File: config.mk
export PLATFORM = sky130hd
export DESIGN_NAME = clk_div_cfg_ctrl_flat
export DESIGN_NICKNAME = d
export VERILOG_FILES = /design/src/rtl/clk_div_cfg_ctrl_if.sv /design/src/rtl/clk_div_cfg_ctrl.sv /design/src/flat_wrapper.sv
export SDC_FILE = /design/constraint.sdc
export NUM_CORES = 1
export LEC_CHECK = 0
export BUFFER_PORTS_ARGS = -buffer_cell sky130_fd_sc_hd__buf_2
export CORE_UTILIZATION = 43
export DETAILED_ROUTE_END_ITERATION = 6
export GPL_TIMING_DRIVEN = 0
export MAX_ROUTING_LAYER = met4
export PLACE_DENSITY = 0.76
export SYNTH_ARGS = -nofsm -noshare
export SYNTH_HDL_FRONTEND = slang
export SYNTH_SLANG_ARGS = --single-unit
File: constraint.sdc
create_clock -name i_ref_clk -period 2.8 [get_ports i_ref_clk]
set_input_delay 0.28 -clock i_ref_clk [delete_from_list [all_inputs] [get_ports i_ref_clk]]
set_output_delay 0.28 -clock i_ref_clk [all_outputs]
set_load 0.005 [all_outputs]
File: src/rtl/clk_div_cfg_ctrl_if.sv
// Requester-side bundle for clk_div_cfg_ctrl: two independent ratio-change requesters,
// each with a valid/ready request channel and done/err completion pulses.
interface clk_div_cfg_ctrl_if #(
   parameter int RATIO_W = 4
);
   logic               i_req0_valid;
   logic [RATIO_W-1:0] i_req0_ratio;
   logic               o_req0_ready;
   logic               o_req0_done;
   logic               o_req0_err;

   logic               i_req1_valid;
   logic [RATIO_W-1:0] i_req1_ratio;
   logic               o_req1_ready;
   logic               o_req1_done;
   logic               o_req1_err;

   modport master (
      output i_req0_valid, i_req0_ratio, i_req1_valid, i_req1_ratio,
      input  o_req0_ready, o_req0_done, o_req0_err,
      input  o_req1_ready, o_req1_done, o_req1_err
   );

   modport slave (
      input  i_req0_valid, i_req0_ratio, i_req1_valid, i_req1_ratio,
      output o_req0_ready, o_req0_done, o_req0_err,
      output o_req1_ready, o_req1_done, o_req1_err
   );
endinterface

File: src/rtl/clk_div_cfg_ctrl.sv
// Run-time reconfiguration controller for the integer clock divider: arbitrates two
// requesters round-robin and applies a new ratio through a gate -> load -> settle sequence.
module clk_div_cfg_ctrl #(
   parameter int RATIO_W     = 4,
   parameter int RESET_RATIO = 8,
   parameter int MIN_RATIO   = 2,
   parameter int GATE_CYC    = 16,
   parameter int SETTLE_CYC  = 32
) (
   input  logic               i_ref_clk,
   input  logic               i_rst_n,
   input  logic               i_en,
   clk_div_cfg_ctrl_if.slave  req,
   output logic [RATIO_W-1:0] o_div_ratio,
   output logic               o_clk_en,
   output logic               o_busy
);
   localparam int CNT_MAX = (GATE_CYC > SETTLE_CYC) ? GATE_CYC : SETTLE_CYC;
   localparam int CNT_W   = $clog2(CNT_MAX + 1);
   localparam logic [CNT_W-1:0]   GATE_LAST   = CNT_W'(GATE_CYC - 1);
   localparam logic [CNT_W-1:0]   SETTLE_LAST = CNT_W'(SETTLE_CYC - 1);
   localparam logic [CNT_W-1:0]   CNT_ONE     = CNT_W'(1);
   localparam logic [RATIO_W-1:0] MIN_R       = RATIO_W'(MIN_RATIO);
   localparam logic [RATIO_W-1:0] RESET_R     = RATIO_W'(RESET_RATIO);

   typedef enum logic [2:0] {
      ST_IDLE   = 3'd0,
      ST_GATE   = 3'd1,
      ST_LOAD   = 3'd2,
      ST_SETTLE = 3'd3,
      ST_DONE   = 3'd4
   } state_t;

   state_t               state_r, state_s;
   logic [CNT_W-1:0]     cnt_r, cnt_s;
   logic [RATIO_W-1:0]   ratio_r, ratio_s;
   logic [RATIO_W-1:0]   lat_ratio_r;
   logic                 served_r;
   logic                 last_r;
   logic                 run_r;
   logic                 clk_en_r, clk_en_s;
   logic                 busy_r, busy_s;
   logic [1:0]           done_r, done_s;
   logic [1:0]           err_r, err_s;
   logic                 grant_vld_s;
   logic                 grant_idx_s;
   logic [RATIO_W-1:0]   grant_ratio_s;

   // Round-robin grant; ready stays combinational so a lone valid is granted in its own cycle.
   always_comb begin
      grant_vld_s = 1'b0;
      grant_idx_s = 1'b0;
      if (run_r && (state_r == ST_IDLE)) begin
         if (req.i_req0_valid && req.i_req1_valid) begin
            grant_vld_s = 1'b1;
            grant_idx_s = ~last_r;
         end else if (req.i_req0_valid) begin
            grant_vld_s = 1'b1;
            grant_idx_s = 1'b0;
         end else if (req.i_req1_valid) begin
            grant_vld_s = 1'b1;
            grant_idx_s = 1'b1;
         end else begin
            grant_vld_s = 1'b0;
         end
      end else begin
         grant_vld_s = 1'b0;
      end
   end

   assign grant_ratio_s    = grant_idx_s ? req.i_req1_ratio : req.i_req0_ratio;
   assign req.o_req0_ready = grant_vld_s & ~grant_idx_s;
   assign req.o_req1_ready = grant_vld_s &  grant_idx_s;

   // Next-state, counter and next values of every registered output.
   always_comb begin
      state_s = state_r;
      cnt_s   = cnt_r;
      ratio_s = ratio_r;
      done_s  = 2'b00;
      err_s   = 2'b00;
      case (state_r)
         ST_IDLE: begin
            if (grant_vld_s) begin
               if (grant_ratio_s < MIN_R) begin
                  err_s = grant_idx_s ? 2'b10 : 2'b01;
               end else if (grant_ratio_s == ratio_r) begin
                  done_s = grant_idx_s ? 2'b10 : 2'b01;
               end else begin
                  state_s = ST_GATE;
                  cnt_s   = '0;
               end
            end else begin
               state_s = ST_IDLE;
            end
         end
         ST_GATE: begin
            if (cnt_r == GATE_LAST) begin
               state_s = ST_LOAD;
               cnt_s   = '0;
            end else begin
               cnt_s = cnt_r + CNT_ONE;
            end
         end
         ST_LOAD: begin
            state_s = ST_SETTLE;
            cnt_s   = '0;
            ratio_s = lat_ratio_r;
         end
         ST_SETTLE: begin
            if (cnt_r == SETTLE_LAST) begin
               state_s = ST_DONE;
               cnt_s   = '0;
               done_s  = served_r ? 2'b10 : 2'b01;
            end else begin
               cnt_s = cnt_r + CNT_ONE;
            end
         end
         ST_DONE: begin
            state_s = ST_IDLE;
         end
         default: begin
            state_s = ST_IDLE;
            cnt_s   = '0;
         end
      endcase

      // The divider is only enabled in states where its ratio is stable.
      case (state_s)
         ST_IDLE, ST_SETTLE, ST_DONE: clk_en_s = i_en;
         default:                     clk_en_s = 1'b0;
      endcase
      busy_s = (state_s != ST_IDLE);
   end

   // State register, latched request and registered outputs.
   always_ff @(posedge i_ref_clk or negedge i_rst_n) begin
      if (!i_rst_n) begin
         state_r     <= ST_IDLE;
         cnt_r       <= '0;
         ratio_r     <= RESET_R;
         lat_ratio_r <= RESET_R;
         served_r    <= 1'b0;
         last_r      <= 1'b1;
         run_r       <= 1'b0;
         clk_en_r    <= 1'b0;
         busy_r      <= 1'b0;
         done_r      <= 2'b00;
         err_r       <= 2'b00;
      end else begin
         state_r  <= state_s;
         cnt_r    <= cnt_s;
         ratio_r  <= ratio_s;
         run_r    <= 1'b1;
         clk_en_r <= clk_en_s;
         busy_r   <= busy_s;
         done_r   <= done_s;
         err_r    <= err_s;
         if (grant_vld_s) begin
            lat_ratio_r <= grant_ratio_s;
            served_r    <= grant_idx_s;
            last_r      <= grant_idx_s;
         end
      end
   end

   assign o_div_ratio     = ratio_r;
   assign o_clk_en        = clk_en_r;
   assign o_busy          = busy_r;
   assign req.o_req0_done = done_r[0];
   assign req.o_req1_done = done_r[1];
   assign req.o_req0_err  = err_r[0];
   assign req.o_req1_err  = err_r[1];
endmodule

File: src/flat_wrapper.sv
// flat-port wrapper written by rule: the top's interface ports become plain ports
module clk_div_cfg_ctrl_flat 
#(
   parameter int RATIO_W     = 4,
   parameter int RESET_RATIO = 8,
   parameter int MIN_RATIO   = 2,
   parameter int GATE_CYC    = 16,
   parameter int SETTLE_CYC  = 32
)
  (i_ref_clk, i_rst_n, i_en, o_div_ratio, o_clk_en, o_busy, req_i_req0_valid, req_i_req0_ratio, req_i_req1_valid, req_i_req1_ratio, req_o_req0_ready, req_o_req0_done, req_o_req0_err, req_o_req1_ready, req_o_req1_done, req_o_req1_err);
  clk_div_cfg_ctrl_if #(.RATIO_W(RATIO_W)) req_i ();
  input  logic i_ref_clk;
  input  logic i_rst_n;
  input  logic i_en;
  output logic [RATIO_W-1:0] o_div_ratio;
  output logic o_clk_en;
  output logic o_busy;
  input wire logic [$bits(req_i.i_req0_valid)-1:0] req_i_req0_valid;
  input wire logic [$bits(req_i.i_req0_ratio)-1:0] req_i_req0_ratio;
  input wire logic [$bits(req_i.i_req1_valid)-1:0] req_i_req1_valid;
  input wire logic [$bits(req_i.i_req1_ratio)-1:0] req_i_req1_ratio;
  output wire logic [$bits(req_i.o_req0_ready)-1:0] req_o_req0_ready;
  output wire logic [$bits(req_i.o_req0_done)-1:0] req_o_req0_done;
  output wire logic [$bits(req_i.o_req0_err)-1:0] req_o_req0_err;
  output wire logic [$bits(req_i.o_req1_ready)-1:0] req_o_req1_ready;
  output wire logic [$bits(req_i.o_req1_done)-1:0] req_o_req1_done;
  output wire logic [$bits(req_i.o_req1_err)-1:0] req_o_req1_err;
  assign req_i.i_req0_valid = req_i_req0_valid;
  assign req_i.i_req0_ratio = req_i_req0_ratio;
  assign req_i.i_req1_valid = req_i_req1_valid;
  assign req_i.i_req1_ratio = req_i_req1_ratio;
  assign req_o_req0_ready = req_i.o_req0_ready;
  assign req_o_req0_done = req_i.o_req0_done;
  assign req_o_req0_err = req_i.o_req0_err;
  assign req_o_req1_ready = req_i.o_req1_ready;
  assign req_o_req1_done = req_i.o_req1_done;
  assign req_o_req1_err = req_i.o_req1_err;
  clk_div_cfg_ctrl #(.RATIO_W(RATIO_W), .RESET_RATIO(RESET_RATIO), .MIN_RATIO(MIN_RATIO), .GATE_CYC(GATE_CYC), .SETTLE_CYC(SETTLE_CYC)) u_core (.i_ref_clk(i_ref_clk), .i_rst_n(i_rst_n), .i_en(i_en), .req(req_i), .o_div_ratio(o_div_ratio), .o_clk_en(o_clk_en), .o_busy(o_busy));
endmodule
* Yosys cells after proc, flatten, opt, wreduce, memory -nomap -nowiden *
Index checks and enable logic that the tools add are counted.

operators by class
  reductions and logical operators = 7
  $add $sub $neg = 1
  multipliers = 0
  order comparisons = 1
  mux-type cells = 31
  shifts and indexed selects = 0
  bitwise logic cells = 5
  equal/unequal tests = 12
  div/mod/pow operators = 0

operators with widths
  cell                                                                  count
  6-bit 2-to-1 mux                                                      5
  6-bit one-hot mux with 4 select lines                                 1
  2-bit 2-to-1 mux                                                      9
  3-bit 2-to-1 mux                                                      5
  3-bit one-hot mux with 4 select lines                                 1
  3-bit by 2-bit == test with 1-bit output, second input constant       3
  1-bit 2-to-1 mux                                                      8
  6-bit by 1-bit adder with 6-bit output, second input constant         1
  3-bit == test, second input constant                                  2
  6-bit by 4-bit == test with 1-bit output, second input constant       1
  6-bit by 5-bit == test with 1-bit output, second input constant       1
  3-bit zero test                                                       2
  4-bit == test                                                         1
  4-bit by 2-bit < comparator with 1-bit output, second input constant  1
  4-bit 2-to-1 mux                                                      1
  2-bit != test, second input constant                                  2
  2-bit one-hot mux with 2 select lines                                 1
  4-bit AND reduction                                                   1
  3-bit by 1-bit == test with 1-bit output, second input constant       1
  1-bit inverter                                                        3
  3-bit nonzero test                                                    1
  3-bit OR reduction                                                    1
  1-bit bitwise AND                                                     2
  1-bit logical AND                                                     2
  2-bit by 1-bit != test with 1-bit output, second input constant       1

word-level totals
  latch bits = 0
  memory bits (writable) = 0
  word-level logic and storage cells = 68
  output and inout bits = 12
  register bits after elaboration = 26
  bits in read-only memories = 0
  memories kept = 0
  input bits = 13

* Longest topological paths before layout *
  word-level depth = 13
  gate-level depth with buffers = 7
  depth with buffers taken out = 6

* Least setup slack after synthesis *
Ideal clock, no wire load.

  path kind = register to register
  start point = reg u_core.state_r[1]
  end point = reg u_core.cnt_r[0]
  arrival time = 1847 ps
  slack = 829 ps
  cell stages (with the launch flop) = 7
  setup time = 125 ps
  period minus slack after synthesis = 1971 ps
  required time = 2675 ps
  buffers on the path = 1
  cell sequence = dfrtp_1 buf_2 or4b_4 o21bai_4 a221oi_2 o221ai_2 mux2_2

on the way
  longest elaborated chain between the ends = 7
  elaborated cells on any way between the ends = 16
  those cells by class = 1 x order compare; 7 x eq/ne; 4 x mux; 1 x bitwise; 3 x reduce/logical

RTL lines
  item                                                                            RTL line                                        text
  start: declaration                                                              clk_div_cfg_ctrl.sv:34                          state_t state_r, state_s;
  start signal: assignment                                                        clk_div_cfg_ctrl.sv:151                         state_r <= state_s;
  3-bit zero test                                                                 clk_div_cfg_ctrl.sv:53, clk_div_cfg_ctrl.sv:82
  1-bit logical AND                                                               clk_div_cfg_ctrl.sv:53                          if (run_r && (state_r == ST_IDLE)) begin
  1-bit 2-to-1 mux                                                                clk_div_cfg_ctrl.sv:53
  4-bit 2-to-1 mux                                                                clk_div_cfg_ctrl.sv:71                          assign grant_ratio_s = grant_idx_s ? req.i_req1_ratio : req.i_req0_ratio;
  4-bit by 2-bit < comparator with 1-bit output or 4-bit == test (tied branches)  clk_div_cfg_ctrl.sv:85, clk_div_cfg_ctrl.sv:87
  2-bit != test (no line)                                                         n/a
  4-bit AND reduction (no line)                                                   n/a
  end signal: assignment                                                          clk_div_cfg_ctrl.sv:152                         cnt_r <= cnt_s;
  end: declaration                                                                clk_div_cfg_ctrl.sv:35                          logic [CNT_W-1:0] cnt_r, cnt_s;

Several ways; a longest one is shown, not always the timed one.
A chain may end at the register's enable or synchronous reset.

* Worst setup path after layout *
  start point = reg u_core.state_r[1]
  end point = out req_o_req0_ready

on the way
  longest elaborated chain between the ends = 5
  elaborated cells on any way between the ends = 6
  those cells by class = 2 x mux; 2 x bitwise; 2 x reduce/logical

RTL lines
  item                   RTL line                text
  3-bit zero test (*)    clk_div_cfg_ctrl.sv:53
  1-bit logical AND (*)  clk_div_cfg_ctrl.sv:53
  1-bit 2-to-1 mux       clk_div_cfg_ctrl.sv:53
  1-bit inverter         clk_div_cfg_ctrl.sv:72  assign req.o_req0_ready = grant_vld_s & ~grant_idx_s;
  1-bit bitwise AND (*)  clk_div_cfg_ctrl.sv:72
  end: declaration       flat_wrapper.sv:22      output wire logic [$bits(req_i.o_req0_ready)-1:0] req_o_req0_ready;

Mark *: on every way between the ends. The rest lies on a longest branch, timed or not.

==> out/qor.yml <==
antenna_found_initial: 0
fmax_ghz: 0.417
synthDistinctLibCells: 38
firstDrtPassIters: 4
port_buffers: 24
async_flop_share_pct: 100
areaGrowthSynthToFinish_pct: 17.3
status: "finished, final reports clean"
dieArea_sq_mm: 0.00320
yosysSeqAreaShare_pct: 51.1
hold_viol: 0
design_area_sq_mm: 0.00150
p_leak_nw: 0.693
drc: 0
synth_seq_cells: 26
avgViaCountPerCell: 5.35
clkLatencyLatePin_ns: 0.31
avgSynthCellArea_sq_um: 11.0
skew_ns: 0.00581
start_kind: "flip-flop"
cap_violations: 0
final.period_utilization_pct: 85.6
grtUsageTotal_pct: 17.1
num_rows: 19
synth_edf_count: 0
drive_gt1_share_pct: 31.0
dieWidth_microns: 56.6
end_kind: "output pin"
cp_max_fo: 10
cp_data_required_time_ns: 2.52
overflow: 0
grt_pass1_wl_microns: 4260
worstMarginPinSlew_ns: 0.817
ys.flop_type: "dfrtp_1"
setup_slack_ns: 0.403
power.density_mw_per_mm2: 474
grt_pass1_vias: 945
cts_buffers: 3
fillers: 249
multi_input_area_sq_um: 594
slew_viol_final: 0
min_path_type: "input pin to flip-flop"
cts_tree: "yes"
core_area_sq_mm: 0.00278
clock_path_buffers: 2
antenna_left: 0
pre_cts_slack_ns: 0.669
final_cell_mix: "buf_2 (26), dfrtp_1 (23), nand2_1 (12)"
place_hpwl_microns: 1780
grt_max_degree: 27
min_period_ns: 2.40
dr.first_iter.drc_count: 26
wl_microns: 2340
insertedDiodeCount: 0
start_util_pct: 46.1
gp_congestion: 0.803
area.sequential_sq_um: 654
clock_sinks: 26
die_h_microns: 56.6
arrival_ns: 2.12
ctsResizeCount: 0
worstSetupPathType: "flip-flop to output pin"
peakVddDrop_v: 0.000315
rsz0062_at_grt: "no"
dpl-instance-area_sq_mm: 0.00144
io_pins: 25
syn_area_sq_mm: 0.00128
root_buffer: "clkbuf_4"
hold_ws_ns: 0.177
setup_viol: 0
vias: 941
synthCells: 116
maxSlewHeadroom_pct: 45.4
yosys_warnings: 0
fin_setup_tns_ns: 0
path_clk_slew_ns: 0.14
final_common_cell: "buf_2"
routedWlPerCell_microns: 13.3
htreeDepth: 1
nets: 160
synth_nets: 130
[cell families (layout without fill, tap and decap cells)]
logic type	after synthesis	in the layout	share of synthesized area (%)
fa+ha+maj	1	1	0.976
compound gates	20	20	13.4
buf+inv	8	37	2.54
mux	10	10	8.30
simple gates	38	38	15.2
flops	26	26	51.1
xor+xnor	12	12	8.20
other cells	1	1	0.293
[cell usage after synthesis, drive strengths merged, types with 2 or more instances]
cell type	n	share of area, %
mux2i	5	3.9
a22o	3	2.1
mux2	5	4.4
o21ai	5	2.0
nand4	2	0.98
nor2	7	2.2
or3	2	0.98
xor2	6	4.1
dfstp	3	6.2
inv	5	1.5
dfrtp	23	45
o2bb2ai	2	1.4
nand3	3	1.2
xnor2	6	4.1
nor3	4	1.6
nand2	12	3.5
buf	2	0.78
o31ai	2	1.2
[worst paths after layout]
kind | startpoint | slack (ns) | depth (start not counted) | end
max in group asynchronous | i_rst_n | 1.95 | 2 | u_core.o_div_ratio[3]$_DFFE_PN1P_
min | i_en | 0.18 | 2 | u_core.o_clk_en$_DFF_PN0_
max | u_core.state_r[1]$_DFF_PN0_ | 0.40 | 6 | req_o_req0_ready
max reg2reg | u_core.state_r[1]$_DFF_PN0_ | 0.65 | 6 | u_core.cnt_r[0]$_DFFE_PN0P_
min in group asynchronous | i_rst_n | 0.47 | 2 | u_core.cnt_r[1]$_DFFE_PN0P_
min reg2reg | u_core.last_r$_DFFE_PN1P_ | 0.47 | 2 | u_core.last_r$_DFFE_PN1P_
[worst max-delay path, cell delays in order (launching register included)]
cell     delay [ns]
dfrtp_1        0.39
buf_2          0.17
or4b_4         0.54
nor2_2         0.21
buf_2          0.28
nor2_1         0.09
buf_2          0.13
[where the power goes]
part / switching, W / total, W / leakage [nW] / internal [W]
logic: 0.0000293 / 0.0000573 / 0.350 / 0.0000280
clock network: 0.000110 / 0.000254 / 0.0279 / 0.000144
registers: 0.0000103 / 0.000401 / 0.316 / 0.000390
[state kept, by name, summed over array words and instances (netlist names)]
signal	cells
u_core.cnt_r	6
u_core.lat_ratio_r	4
u_core.o_div_ratio	4
u_core.state_r	3
u_core.done_r	2
u_core.err_r	2
u_core.last_r	1
u_core.o_busy	1
u_core.o_clk_en	1
u_core.run_r	1
u_core.served_r	1
[through the flow]
step,utilization (%),total power (W),instances
6_report,54.0,0.000712,176
5_1_grt,54.0,0.000747,176
4_1_cts,54.0,0.000720,176
3_5_place_dp,51.8,0.000465,171
3_3_place_gp,51.8,0.000462,171
2_1_floorplan,-,0.000432,116
[metal layers]
metal / vias up / track usage [%] / share of wire (%)
li1: 469 / - / -
met1: 452 / 23.1 / 48
met2: 18 / 27.2 / 47
met3: 2 / 2.53 / 3.8
met4: 0 / 4.18 / 0.81
met5: - / - / 0
[repair_timing]
action | 4_1_cts | 5_1_grt
endpoints found under the hold margin | 23 | 0
buffers inserted | 0 | 0
hold buffers | 1 | 0
[layout make-up]
cell class | count | area share [%]
Clock buffer | 3 | 1.50
Clock inverter | 1 | 2.00
Inverter | 5 | 1.25
Sequential cell | 26 | 43.5
Buffer | 3 | 0.916
Multi-Input combinational cell | 82 | 39.6
Tap cell | 31 | 2.58
Timing Repair Buffer | 25 | 8.66
Power figures use the tool's default switching activity.
